[src/rtl/layer2_maxpool_store.sv]
// rtl/layer2_maxpool_store.sv - 2x2 stride-2 per-channel max pooling of the layer-2 conv stream
// Pools a raster-order IN_WIDTH x IN_WIDTH map and writes each pooled pixel to the result memory.
module layer2_maxpool_store #(
  parameter int IN_WIDTH = 28,
  parameter int CH       = 8,
  parameter int DW       = 16
) (
  input  logic             clk,
  input  logic             rst,
  input  logic             start,
  input  logic             in_valid,
  input  logic [CH*DW-1:0] in_data,
  output logic             in_ready,
  output logic             save_enable,
  output logic [15:0]      save_row_addr,
  output logic [15:0]      save_col_addr,
  output logic [CH*DW-1:0] store_data_out,
  output logic             busy,
  output logic             layer2_done
);

  localparam int CW = $clog2(IN_WIDTH);
  localparam int OW = IN_WIDTH / 2;
  localparam int VW = CH * DW;
  localparam logic [CW-1:0] LAST = CW'(IN_WIDTH - 1);

  typedef enum logic [1:0] {IDLE, RUN, DONE} state_t;

  state_t          state_q;
  logic [CW-1:0]   row_q;
  logic [CW-1:0]   col_q;
  logic [VW-1:0]   hold_q;
  logic [VW-1:0]   line_buf_q [OW];
  logic [VW-1:0]   result_q;
  logic            save_en_q;
  logic [15:0]     row_addr_q;
  logic [15:0]     col_addr_q;

  logic [CW-2:0]   lb_idx_d;
  logic [VW-1:0]   pair_max_d;
  logic [VW-1:0]   win_max_d;

  function automatic logic [VW-1:0] vmax(input logic [VW-1:0] a, input logic [VW-1:0] b);
    logic [VW-1:0] r;
    r = '0;
    for (int k = 0; k < CH; k++) begin
      r[k*DW +: DW] = ($signed(a[k*DW +: DW]) > $signed(b[k*DW +: DW])) ? a[k*DW +: DW]
                                                                        : b[k*DW +: DW];
    end
    return r;
  endfunction

  // Top pair of a window is folded into the line buffer; the bottom pair meets it there.
  assign lb_idx_d   = col_q[CW-1:1];
  assign pair_max_d = vmax(hold_q, in_data);
  assign win_max_d  = vmax(pair_max_d, line_buf_q[lb_idx_d]);

  always_ff @(posedge clk) begin
    if (rst) begin
      state_q    <= IDLE;
      row_q      <= '0;
      col_q      <= '0;
      hold_q     <= '0;
      result_q   <= '0;
      save_en_q  <= 1'b0;
      row_addr_q <= '0;
      col_addr_q <= '0;
      for (int i = 0; i < OW; i++) line_buf_q[i] <= '0;
    end else begin
      save_en_q <= 1'b0;
      case (state_q)
        IDLE: begin
          if (start) begin
            state_q <= RUN;
            row_q   <= '0;
            col_q   <= '0;
          end
        end
        RUN: begin
          if (in_valid) begin
            if (!col_q[0]) begin
              hold_q <= in_data;
            end else if (!row_q[0]) begin
              line_buf_q[lb_idx_d] <= pair_max_d;
            end else begin
              result_q   <= win_max_d;
              save_en_q  <= 1'b1;
              row_addr_q <= {{(17 - CW){1'b0}}, row_q[CW-1:1]};
              col_addr_q <= {{(17 - CW){1'b0}}, col_q[CW-1:1]};
            end
            if (col_q == LAST) begin
              col_q <= '0;
              row_q <= row_q + 1'b1;
              if (row_q == LAST) state_q <= DONE;
            end else begin
              col_q <= col_q + 1'b1;
            end
          end
        end
        DONE:    state_q <= IDLE;
        default: state_q <= IDLE;
      endcase
    end
  end

  assign in_ready       = (state_q == RUN);
  assign busy           = (state_q != IDLE);
  assign layer2_done    = (state_q == DONE);
  assign save_enable    = save_en_q;
  assign save_row_addr  = row_addr_q;
  assign save_col_addr  = col_addr_q;
  assign store_data_out = result_q;

endmodule

[config.mk]
export PLATFORM = sky130hd
export DESIGN_NAME = layer2_maxpool_store
export DESIGN_NICKNAME = d
export VERILOG_FILES = /design/src/rtl/layer2_maxpool_store.sv
export SDC_FILE = /design/constraint.sdc
export NUM_CORES = 2
export LEC_CHECK = 0
export ABC_AREA = 1
export ABC_CLOCK_PERIOD_IN_PS = 19100
export BUFFER_PORTS_ARGS = -buffer_cell sky130_fd_sc_hd__buf_2
export CORE_UTILIZATION = 40
export DETAILED_ROUTE_END_ITERATION = 8
export PLACE_DENSITY_LB_ADDON = 0.2
export SETUP_SLACK_MARGIN = 0.02
export SKIP_LAST_GASP = 1
export SYNTH_ARGS = -nofsm -noshare
export SYNTH_HDL_FRONTEND = slang
export SYNTH_SLANG_ARGS = --single-unit
export TNS_END_PERCENT = 50
[constraint.sdc]
create_clock -name clk -period 19.1 [get_ports clk]
set_input_delay 1.91 -clock clk [delete_from_list [all_inputs] [get_ports clk]]
set_output_delay 1.91 -clock clk [all_outputs]
set_load 0.005 [all_outputs]
==> flow_summary_export.csv <==
group,metric,value,unit
timing,period_needed,7.00,ns
timing,finalSetupViolCount,0,
cts,cts.repair.resized,0,
setup_path,endpoint_kind,"flip-flop",
min_path,min_delay_path_depth,2,
timing,tightest_slew,1.24,ns
timing,relSlewSlack,17.6,%
cts,clk_path_buf_depth,4,
power_and_ir_drop,p_sw,3.40,mW
global_route,grt_use_total,25.6,%
min_path,min_from,"store_data_out[42]",
power_and_ir_drop,power.leakage,44.8,nW
flow_run,cap_viol_max_count,0,
setup_path,arrival,7.73,ns
status,outcome,"finished clean",
route,wl_per_cell,24.4,um
placement,io_buffers,271,
synthesis,muxShareOfSynthArea,0.0277,%
placement,place_congestion,0.836,
cts,cts.sinks,2329,
global_route,grt-ovfl-total,0,
floorplanning,initial_utilization,40.3,%
setup_path,r2r_end,"store_data_out[24]",
min_path,hold-path-endpoint,"store_data_out[42]",
timing,setup_tns,0,ns
cts,htreeDepth,5,
global_route,grt_max_degree,260,
synthesis,syn_area,108000,um2
cts,ctsHoldBuffers,0,
setup_path,path_max_fanout,80,
power_and_ir_drop,clkPwrFrac,40.6,%
power_and_ir_drop,power.internal,8.93,mW
route,first_pass_iters,8,
route,viasPerCell,5.71,
synthesis,synth_top_area_share,56.7,%
power_and_ir_drop,p_sw_share,27.6,%
synthesis,synth_compound_area_share,11.5,%
timing,drv_slew,0,
synthesis,yosysWarnings,0,
floorplanning,core,269000,um2
synthesis,ys_ff_latch,2329,
placement,hpwl,187000,um
final_layout,syn_to_final_growth,10.4,%
route,drc_errors,0,
power_and_ir_drop,seq_power_share,46.6,%
synthesis,synth_top_family_by_area,"simple AND/OR/NAND/NOR gates",
setup_path,reg2reg_setup_slack,12.10,ns
placement,dpl-instance-area,111000,um2
setup_path,path_class,"reg2reg",
route,drt_iter0_drc,8806,
route,ant_nets,0,
synthesis,ys_seq_area_share,61.9,%
floorplanning,pin_count,296,
cts,postCtsSetupBuffers,0,
timing,max_freq,0.143,GHz
synthesis,synth_xor_area_share,0.0161,%
global_route,antenna_found_initial,6,
power_and_ir_drop,ir_worst_vdd,0.0000619,V
floorplanning,num_rows,190,
power_and_ir_drop,p_comb_share,12.8,%
cts,cts_tree,"yes",
final_layout,fin_nets,11318,
global_route,grt_pass1_wl,528000,um
route,via_count,83817,
floorplanning,die_h,523,um
floorplanning,die_w,523,um
timing,fin_crit_sh,36.6,%
timing,fin_worst_skew,0.0407,ns
synthesis,synth_fa_ha_area_share,2.98,%
cts,root_buffer,"clkbuf_16",
cts,numCtsBuffers,269,
final_layout,fin_area,120000,um2
power_and_ir_drop,pwr_density_cell,103,nW/um2
synthesis,yosysUniqueCellTypes,41,
route,routed_wl,358000,um
synthesis,syn_avg_cell_area,9.73,um2
setup_path,reg2reg_depth,19,
final_layout,drive_gt1_share,8.95,%
timing,hold_viol,0,
global_route,grt_pass1_vias,80751,
synthesis,synthCells,11148,
synthesis,synth-simple-area-share,17.9,%
cts,clk_latency,0.90,ns
timing,rsz0062_at_grt,"false",
setup_path,start_kind,"flip-flop",
floorplanning,die_area,273000,um2
min_path,min-delay-path-class,"reg2reg",
cts,clk_pin_slew,0.06,ns
setup_path,worstPathRequired,19.83,ns
synthesis,synth_area_leaders,"edfxtp_1 57%, nor2_1 11%, o21ai_0 5.4%",
synthesis,yosysTopAreaCell,"edfxtp_1",
-- final cells by class --
cell class / instances / area (um2)
multi-input combinational: 7469 / 35600
sequential: 2329 / 67100
tap: 3552 / 4440
inverter: 467 / 1790
fill: 25453 / 149000
clock inverter: 133 / 1180
timing repair buffer: 392 / 2460
antenna: 8 / 20.0
clock buffer: 340 / 7170
-- Yosys cell counts, drive strengths merged --
master and number:
clkbuf 339, nor3b 1, nand4 128, or2 2
conb 1, a21o 7, a21oi 537, o22ai 250
o21a 8, edfxtp 2048, o21ai 1225, dfxtp 281
nand3 420, o211ai 262, a31oi 1, nand2 1210
a211oi 1, nor3 19, o21bai 4, nor4 4
a221oi 1, mux2i 3, buf 567, clkinv 2
inv 465, nor2 3102, ha 258, xor2 2
-- registers in the layout (all words and copies together) (netlist names), named ones only --
signal and flops:
save_col_addr 4, hold_q 128, col_q 5, store_data_out 128, save_row_addr 4, state_q 2
row_q 5, line_buf_q 2048, save_enable 1
-- placed cells by master (no fill, tap or decap), types with 6 or more instances in the layout --
master,Yosys,final
a21o_1,7,7
inv_16,0,6
nand2_1,1202,1173
nand2_4,0,27
o22ai_1,250,250
ha_1,258,258
inv_6,0,14
nor2_2,13,13
nand3_2,17,17
diode_2,0,8
o21ai_0,1180,1180
o21a_1,8,8
conb_1,1,24
buf_2,423,270
nand3_1,403,403
clkbuf_8,0,10
nor2_1,3088,3087
inv_1,324,321
clkinv_2,1,39
a21oi_1,537,537
edfxtp_1,2048,2048
bufinv_16,0,13
inv_2,141,140
nor3_2,6,7
clkinv_8,0,9
buf_4,66,106
nand4_1,127,127
dfxtp_1,281,277
nand2_2,8,8
clkbuf_1,339,54
buf_12,0,15
clkbuf_16,0,272
clkinv_1,1,46
nor3_1,12,11
o211ai_1,262,262
o21ai_1,45,45
-- worst max-delay path: stages (launching register included) --
cell and delay [ns]:
dfxtp_4 0.53, inv_8 0.53, buf_4 0.72, buf_4 0.79, buf_4 0.93, o21ai_0 0.21
o211ai_1 0.21, nand3_1 0.10, nand2_1 0.25, inv_2 0.08, ha_1 0.31, nand4_1 0.10
nor3_1 0.24, nand2_1 0.12, nand3_1 0.08, nand3_1 0.47, inv_1 0.72, nand3_1 0.16
nand2_1 0.10, a21oi_1 0.06
-- power by group through the flow --
stage	registers [mW]	logic (mW)	clock network [mW]
after CTS	5.74	1.57	5.08
after global placement	5.84	1.54	0
final	5.74	1.58	5.01
after floorplan	5.85	1.10	0
after detailed placement	5.85	1.56	0
after global routing	5.75	1.75	5.27
-- worst max path at each step --
| stage | startpoint | endpoint | slack, ns | cells past startpoint |
|---|---|---|---|---|
| 4_1_cts | flip-flop | store_data_out[24] | 12.17 | 19 |
| 2_1_floorplan | in_valid | line_buf_q[14][0] | 3.76 | 6 |
| 5_1_grt | flip-flop | store_data_out[16] | 11.67 | 20 |
| 3_5_place_dp | in_data[63] | store_data_out[50] | 11.90 | 21 |
| 3_3_place_gp | in_data[63] | store_data_out[49] | 11.90 | 25 |
| 6_report | flip-flop | store_data_out[24] | 12.10 | 19 |
-- kinds of logic (layout without fill, tap and decap cells) --
family | count (synthesis) | count (layout)
XOR/XNOR | 2 | 2
flip-flops | 2329 | 2329
multiplexers | 3 | 3
adder cells (fa/ha/maj) | 258 | 258
AO/OA/AOI/OAI | 2296 | 2296
buffers and inverters | 1373 | 1332
AND/OR/NAND/NOR | 4886 | 4886
other | 1 | 32
-- layer usage --
metal	global-route usage (%)	part of all wire, %	vias to the layer above
li1	-	-	37894
met1	35.5	43	41756
met2	42.3	47	3585
met3	3.19	7.7	580
met4	7.20	2.7	2
met5	0	0.0036	-
-- metrics by stage --
step | hold WS [ns] | cells | power (mW) | setup slack, ns | utilization (%)
6_report | 0.461 | 14690 | 12.3 | 12.10 | 44.5
5_1_grt | 0.479 | 14683 | 12.8 | 11.67 | 44.5
4_1_cts | 0.465 | 14682 | 12.4 | 12.17 | 44.5
3_5_place_dp | 0.453 | 14209 | 7.41 | 11.90 | 41.4
3_3_place_gp | 0.449 | 14209 | 7.38 | 11.90 | 41.4
2_1_floorplan | 0.448 | 11171 | 6.95 | 3.76 | -
Power figures use the tool's default switching activity.
